===== src/rtl/spi_reg_ctrl.sv =====
// rtl/spi_reg_ctrl.sv - SPI frame controller: command/data bytes to register read/write strobes
module spi_reg_ctrl #(
  parameter int ADDR_W   = 6,
  parameter bit AUTO_INC = 1'b1
) (
  input  logic              clk,
  input  logic              rst_n,
  input  logic              cs_n,
  input  logic              byte_sync,
  input  logic [7:0]        data_in,
  output logic [7:0]        data_out,
  output logic [ADDR_W-1:0] reg_addr,
  output logic              reg_wr,
  output logic [7:0]        reg_wdata,
  output logic              reg_rd,
  input  logic [7:0]        reg_rdata,
  output logic              frame_err
);

  typedef enum logic [1:0] {S_CMD, S_RD_REQ, S_RD_LOAD, S_DATA} state_t;

  state_t              state, state_d;
  logic                cs_meta, cs_sync;
  logic                is_wr;
  logic                data_done;
  logic [ADDR_W-1:0]   addr;
  logic [ADDR_W-1:0]   wr_addr;

  always_comb begin
    state_d = state;
    case (state)
      S_CMD:     if (byte_sync) state_d = data_in[7] ? S_DATA : S_RD_REQ;
      S_RD_REQ:  state_d = S_RD_LOAD;
      S_RD_LOAD: state_d = S_DATA;
      S_DATA: begin
        if (byte_sync) begin
          if (AUTO_INC) state_d = is_wr ? S_DATA : S_RD_REQ;
          else          state_d = S_CMD;
        end
      end
      default:   state_d = S_CMD;
    endcase
    if (cs_sync) state_d = S_CMD;
  end

  // addr has already advanced when the write strobe fires, so the strobe uses its own copy
  assign reg_rd   = (state == S_RD_REQ);
  assign reg_addr = reg_wr ? wr_addr : addr;

  always_ff @(posedge clk or negedge rst_n) begin
    if (!rst_n) begin
      state     <= S_CMD;
      cs_meta   <= 1'b1;
      cs_sync   <= 1'b1;
      is_wr     <= 1'b0;
      data_done <= 1'b0;
      addr      <= '0;
      wr_addr   <= '0;
      data_out  <= 8'h00;
      reg_wr    <= 1'b0;
      reg_wdata <= 8'h00;
      frame_err <= 1'b0;
    end else begin
      cs_meta   <= cs_n;
      cs_sync   <= cs_meta;
      state     <= state_d;
      reg_wr    <= 1'b0;
      frame_err <= 1'b0;
      case (state)
        S_CMD: begin
          if (byte_sync) begin
            is_wr <= data_in[7];
            addr  <= data_in[ADDR_W-1:0];
          end
        end
        S_RD_LOAD: data_out <= reg_rdata;
        S_DATA: begin
          if (byte_sync) begin
            data_done <= 1'b1;
            if (is_wr) begin
              reg_wr    <= 1'b1;
              reg_wdata <= data_in;
              wr_addr   <= addr;
            end
            if (AUTO_INC) addr <= addr + 1'b1;
            else          data_out <= 8'h00;
          end
        end
        default: ;
      endcase
      // A byte completing in the same cycle as CS release still counts as data
      if (cs_sync) begin
        data_out  <= 8'h00;
        data_done <= 1'b0;
        if ((state != S_CMD) && !data_done && !((state == S_DATA) && byte_sync))
          frame_err <= 1'b1;
      end
    end
  end

endmodule


===== config.mk =====
export PLATFORM = sky130hd
export DESIGN_NAME = spi_reg_ctrl
export DESIGN_NICKNAME = d
export VERILOG_FILES = /design/src/rtl/spi_reg_ctrl.sv
export SDC_FILE = /design/constraint.sdc
export NUM_CORES = 1
export LEC_CHECK = 0
export CAP_MARGIN = 25
export CORE_UTILIZATION = 45
export DETAILED_ROUTE_END_ITERATION = 12
export PLACE_DENSITY = 0.84
export SLEW_MARGIN = 10
export SYNTH_ARGS = -nofsm -noshare
export SYNTH_HDL_FRONTEND = slang
export SYNTH_SLANG_ARGS = --single-unit

===== constraint.sdc =====
create_clock -name clk -period 3.8 [get_ports clk]
set_input_delay 0.76 -clock clk [delete_from_list [all_inputs] [get_ports clk]]
set_output_delay 0.76 -clock clk [all_outputs]
set_load 0.01 [all_outputs]

# Word-level counts from Yosys, hierarchy flattened
# Cells that the tools add are included.
[classes] add_sub_neg=1 reduce_logical=16 eq_ne=7 n_mux=20
[op_table] operator="two-way mux 6 bit" count=3
[op_table] operator="two-way mux 8 bit" count=2
[op_table] operator="one-hot mux 6 bit (2 select lines)" count=1
[op_table] operator="two-way mux 2 bit" count=5
[op_table] operator="nonzero test 2 bit" count=5
[op_table] operator="two-way mux 1 bit" count=8
[op_table] operator="one-hot mux 2 bit (4 select lines)" count=1
[op_table] operator="adder 6 x 1 -> 6 bit (second input constant)" count=1
[op_table] operator="!= test 3 bit (second input constant)" count=2
[op_table] operator="AND reduction 2 bit" count=3
[op_table] operator="AND reduction 3 bit" count=2
[op_table] operator="equality test 2 bit (second input constant)" count=2
[op_table] operator="!= test 2 bit (second input constant)" count=2
[op_table] operator="logical AND 1 bit" count=3
[op_table] operator="equality test 2 x 1 -> 1 bit (second input constant)" count=1
[op_table] operator="logical NOT 1 bit" count=2
[op_table] operator="logical NOT 2 bit" count=1
[totals] inputBits=20 out_inout_bits=25 register_bits=36 word_cells=55

# Logic depth before layout (Yosys ltp)
# Gate-level depths: netlist of the first run.
[depth] depth_word=6 depth_mapped=6 ltp_nobuf=5

# Least setup slack after synthesis of the first run
# No wires, ideal clock.
[synth_timing] path_type="reg-to-output" startpoint="register reg_wr" endpoint="output reg_addr[0]" stages_incl_launch_ff=3 slack_ps=2142 t_arrival_ps=898 t_required_ps=3040 path_cell_list="dfrtp_1 -> clkbuf_1 -> o21ai_0"
[synth_between] elab_chain_len=1
[synth_lines] item="from (decl)" line="13" source="output logic reg_wr,"
[synth_lines] item="from (signal assigned)" line="60" source="reg_wr <= 1'b0;"
[synth_lines] item="from (signal assigned)" line="67" source="reg_wr <= 1'b0;"
[synth_lines] item="from (signal assigned)" line="81" source="reg_wr <= 1'b1;"
[synth_lines] item="two-way mux 6 bit" line="48" source="assign reg_addr = reg_wr ? wr_addr : addr;"
[synth_lines] item="to (decl)" line="12" source="output logic [ADDR_W-1:0] reg_addr,"
# No other way between the ends.

# Worst setup path after layout of the first run
[layout_timing] startpoint="register state[0]" endpoint="output reg_rd"
[layout_between] elab_chain_len=1
[layout_lines] item="from (decl)" line="22" source="state_t state, state_d;"
[layout_lines] item="from (signal assigned)" line="66" source="state <= state_d;"
[layout_lines] item="equality test 2 x 1 -> 1 bit" line="47" source="assign reg_rd = (state == S_RD_REQ);"
[layout_lines] item="to (decl)" line="15" source="output logic reg_rd,"
# No other way between the ends.

==> reports/qor.txt, run 1 <==
Status: completed
Iteration-0 DRC count of the detailed router: 50
R2r startpoint: state[1]
Rel. slew slack: 54.8%
Leakage power: 1.02 nW
GRT Overall Usage: 17.4%
Layout cell share with drive strength beyond 1: 10.7%
Clk sinks: 36
Synthesized area per cell: 10.3 um2
WP data arrival: 1.78 ns
First-pass GRT wire length: 5310 um
Post-synth top flop: dfrtp_1
DRT Wirelength: 3090 um
Worst r2r path cells: 3
Hpwl dp: 2150 um
# port buffers: 44
Fill cell count: 292
Final hold slack: 0.356 ns
Vias per inst: 5.12
Die W: 62.7 um
Post-Synthesis Cells: 161
Reg2Reg Setup Slack: 1.91 ns
Reg clk slew, reported paths: 0.07 ns
Number of global-route vias before repair: 1209
Top cell family by delay on the critical path: buffers and inverters
Net Count, Synth: 182
Clk Tree Root Cell: clkbuf_8
Die Footprint: 3940 um2
Fin. max-slew vios: 0
# rows: 21
Core ar.: 3440 um2
Number of max-cap violations: 0
CP startpoint: state[0]
Synthesis-stage register bit count: 36
Number of remaining DRC errors: 0
Final worst path period need: 2.54 ns
Max incr delay on CP: 0.61 ns
Max Buffers Root-to-Sink: 2
Crit Path Max Fanout: 14
YS warnings: 0
CTS H-tree lvls: 2
Final setup vio count: 0
Post-synth ARST share: 100%
Worst slew pin tran: 0.678 ns
Area Growth Syn to Fin: 32.6%
Pwr Total: 1.16 mW
Fin nets: 225
Antenna-violating nets left: 0
CTS tree: yes
PwrDens: 528 nW/um2
Slowest-stage cell, CP: dfrtp_1
Fmax: 394 MHz
CP endpoint kind: primary output
Hold path start: cs_meta
Post-Syn Area: 1660 um2
Clock Skew: 0.00576 ns
Sequential cell area fraction in the yosys report: 54.4%
Worst Path Required: 3.04 ns
Final hold violations: 0
Drt pass-1 iters: 4
Crit path buffers/inverters: 2
Initial Utilization: 48.2%
Routed via count: 1284
Critical R2R Capture: reg_wdata[4]
CTS Hold Buffers Added: 0
Hold Path Depth: 0
Diodes inserted: 0
Inserted Clock Buffers: 5
Post-CTS Resized: 0
Library cells used by synthesis: 25
GR Overflow Total: 0
Initial antenna violation count: 0
Final TNS setup: 0 ns
Clock Latency Late Sink: 0.28 ns
Min-delay worst type: flop to flop
Critical Path Start Type: flop
Peak supply drop: 227 uV
Placer congestion estimate: 0.786
CP Cell Sequence: inv_1, nor2_1, clkdlybuf4s50_1
Util after Layout: 64.0%
Worst Hold End: cs_sync
Crit Path Class: flop to primary output
Unrepaired setup endpoints after global routing: no
Period utilization: 66.9%
Post-CTS setup buffers: 0
DIE HEIGHT: 62.7 um
Avg WL per Cell: 12.3 um
Post-synth EDFFs: 0
I/O pin cnt: 45
Largest net degree at the start of global routing: 37
## Yosys cell counts, types with 3 or more instances
master | count | area [um2]
mux2_4 | 7 | 105
a21oi_1 | 13 | 65.1
mux2i_1 | 10 | 100
dfrtp_1 | 34 | 851
o22ai_1 | 5 | 31.3
nor2_1 | 14 | 52.6
clkbuf_1 | 5 | 18.8
nand2_1 | 21 | 78.8
buf_2 | 3 | 15.0
inv_1 | 9 | 33.8
o21ai_0 | 16 | 80.1
nor3b_1 | 5 | 37.5
nand4_1 | 3 | 18.8
## worst max path at each step
stage,end,depth (start not counted)
detailed placement,reg_wdata[4],5
CTS,reg_rd,3
finish,reg_rd,3
global route,reg_rd,3
floorplan,reg_addr[0],2
global placement,reg_wdata[4],5
## worst reg2reg max path, cell delays in order, from the launching register on
cell     delay, ns
dfrtp_1       0.78
and3_4        0.34
nand2_2       0.27
mux2_4        0.40
## sequential cells by signal, summed over array words and instances, names as in the netlist
signal	cells
addr	6
cs_meta	1
cs_sync	1
data_done	1
data_out	8
frame_err	1
is_wr	1
reg_wdata	8
reg_wr	1
state	2
wr_addr	6
## report_power, final
part / switching (mW) / internal [mW] / total (mW)
clock: 0.126 / 0.128 / 0.255
sequential: 0.0745 / 0.477 / 0.551
combinational: 0.143 / 0.214 / 0.357
## layer usage
metal / vias to the layer above / global-route usage [%] / wire length [um]
met1: 602 / 23.0 / 1500
li1: 636 / - / -
met5: - / 0 / 0
met3: 4 / 6.39 / 174
met2: 42 / 26.1 / 1380
met4: 0 / 6.10 / 31
## per-stage QoR
stage / area, um2 / worst slack (ns) / std cells
after global placement: 2120 / 1.36 / 243
after floorplan: 1660 / 2.14 / 161
after global routing: 2200 / 1.12 / 251
final: 2200 / 1.26 / 251
after CTS: 2200 / 1.24 / 251
after detailed placement: 2120 / 1.32 / 243
## cell usage in the layout (no fill, tap or decap)
cell type        count
a21oi_1             13
a221oi_1             1
and3_4               1
buf_4                2
clkbuf_1             2
clkbuf_8             5
clkdlybuf4s50_1     44
clkinv_2             1
dfrtp_1             34
dfstp_2              2
ha_1                 1
inv_1                9
mux2_2               2
mux2_4               7
mux2i_1             10
nand2_1             21
nand2_2              2
nand3_1              2
nand3b_1             1
nand4_1              3
nor2_1              14
nor3b_1              5
nor4b_1              1
o21ai_0             16
o22ai_1              5
o31ai_1              1
## cell type report
type	instances	area [um2]	area share, %
multi-input combinational	106	671	30.5
tap	46	57.6	2.61
clock inverter	1	5.00	0.227
inverter	9	33.8	1.53
timing repair buffer	46	455	20.7
clock buffer	7	76.3	3.47
sequential	36	903	41.0
## cell families (layout without fill, tap and decap cells)
logic type               after synthesis  in the layout  share of synthesized area (%)
AO/OA/AOI/OAI                         36             36                           11.6
multiplexers                          19             19                           13.7
adder cells (fa/ha/maj)                1              1                          0.753
AND/OR/NAND/NOR                       50             50                           14.3
buffers and inverters                 19             63                           5.20
flip-flops                            36             36                           54.4
Power figures use the tool's default switching activity.
==> inputs of run 2 (changes only) <==
- clock period: 3.8 -> 2.52 ns (I/O delays scaled with it)
==> run 2 against run 1 <==
Net effect:
- clock skew shrank 0.0017 ns
- power up 54%
- global-route usage is 0.57 points higher
- worst setup slack got worse by 0.97 ns
- critical path depth unchanged
- critical endpoint unchanged
- largest power group unchanged
- highest routed layer unchanged
==> reports/qor.txt, run 2 (synthesized netlist as in run 1, its figures left out) <==
DIE HEIGHT: 62.7 um
Final setup vio count: 0
Inserted Clock Buffers: 5
# port buffers: 44
Status: completed
Post-CTS Resized: 0
Reg area: 903 um2
I/O pin cnt: 45
Pwr Total: 1.79 mW
Final worst path period need: 2.23 ns
CP startpoint: state[0]
Critical path endpoint: reg_rd
Clk Tree Root Cell: clkbuf_8
GRT Overall Usage: 17.9%
CTS H-tree lvls: 2
Biggest regs: data_out x8, reg_wdata x8
Worst slew pin tran: 0.653 ns
Final hold violations: 0
Peak supply drop: 512 uV
Finished Layout Cells: 252
Hold Path Depth: 0
PwrDens: 801 nW/um2
Rel. slew slack: 56.3%
Commonest non-fill, non-tap cell in the layout: clkdlybuf4s50_1
Reg clk slew, reported paths: 0.06 ns
Antenna-violating nets left: 0
Largest net degree at the start of global routing: 24
CTS tree: yes
Number of global-route vias before repair: 1228
Routed via count: 1281
Fin. max-slew vios: 0
Reg2Reg Setup Slack: 0.85 ns
Post-CTS setup buffers: 0
Unrepaired setup endpoints after global routing: no
Vias per inst: 5.08
Period utilization: 88.5%
Avg WL per Cell: 12.5 um
Multi-input gate area: 671 um2
Critical Path Start Type: flop
CTS Hold Buffers Added: 0
Most used cells in the layout excluding fill and tap cells: clkdlybuf4s50_1 (44), dfrtp_1 (34), nand2_1 (21)
Clk sinks: 36
Critical R2R Capture: reg_wdata[3]
Number of max-cap violations: 0
GR Overflow Total: 0
Initial antenna violation count: 0
Final hold slack: 0.362 ns
Clock Latency Late Sink: 0.28 ns
Placed insts: 244
Diodes inserted: 0
R2r startpoint: state[0]
CP Cell Sequence: inv_1, nor2_1, clkdlybuf4s50_1
Slowest-stage cell, CP: dfrtp_1
Placer congestion estimate: 0.849
First-pass GRT wire length: 5530 um
Fmax: 448 MHz
Final TNS setup: 0 ns
Crit Path Class: flop to primary output
Layout cell share with drive strength beyond 1: 11.2%
Iteration-0 DRC count of the detailed router: 44
CP endpoint kind: primary output
Max incr delay on CP: 0.60 ns
Leakage power: 1.04 nW
Clock Skew: 0.00404 ns
Core ar.: 3440 um2
Area Growth Syn to Fin: 34.4%
Worst r2r path cells: 3
# rows: 21
Die W: 62.7 um
Min-delay worst type: flop to flop
Worst Path Required: 2.02 ns
Drt pass-1 iters: 4
Fin nets: 226
DRT Wirelength: 3160 um
Hpwl dp: 2300 um
Die Footprint: 3940 um2
Initial Utilization: 48.2%
Max Buffers Root-to-Sink: 2
Number of remaining DRC errors: 0
Crit Path Max Fanout: 14
WP data arrival: 1.73 ns
Fill cell count: 289
run 2: where the power goes:
part | leakage [nW] | total (mW) | internal, mW | switching [mW]
Sequential | 0.456 | 0.827 | 0.719 | 0.107
Clock | 0.0455 | 0.405 | 0.223 | 0.183
Combinational | 0.536 | 0.555 | 0.326 | 0.228
Total | 1.04 | 1.79 | 1.27 | 0.519
run 2: layer usage:
layer	wire length (um)	part of all wire, %	up-vias	global-route usage [%]
li1	-	-	638	-
met1	1530	48	593	24.9
met2	1390	44	45	26.6
met3	198	6.3	5	5.47
met4	41	1.3	0	6.10
met5	0	0	-	0
run 2: worst min-delay path by stage:
stage,start,endpoint
CTS,cs_meta,cs_sync
global route,cs_meta,cs_sync
floorplan,rst_n,addr[0]
global placement,cs_meta,cs_sync
detailed placement,cs_meta,cs_sync
finish,cs_meta,cs_sync
run 2: final cells by class:
cell class | instances | area share, %
Timing Repair Buffer | 47 | 21.3
Clock buffer | 8 | 4.04
Tap cell | 46 | 2.58
Inverter | 9 | 1.51
Multi-Input combinational cell | 106 | 30.1
Sequential cell | 36 | 40.5
run 2: through the flow:
| step | setup WS (ns) | util (%) | area (um2) |
|---|---|---|---|
| finish | 0.290 | 64.8 | 2230 |
| global route | 0.114 | 64.8 | 2230 |
| CTS | 0.272 | 64.8 | 2230 |
| detailed placement | 0.508 | 62.2 | 2140 |
| global placement | 0.556 | 62.2 | 2140 |
| floorplan | 1.12 | - | 1660 |
run 2: critical path: cells and delay by family, from the launching register on:
family,cells,cell delay (ns)
buffers and inverters,2,0.72
DFF,1,0.60
and+or+nand+nor,1,0.14
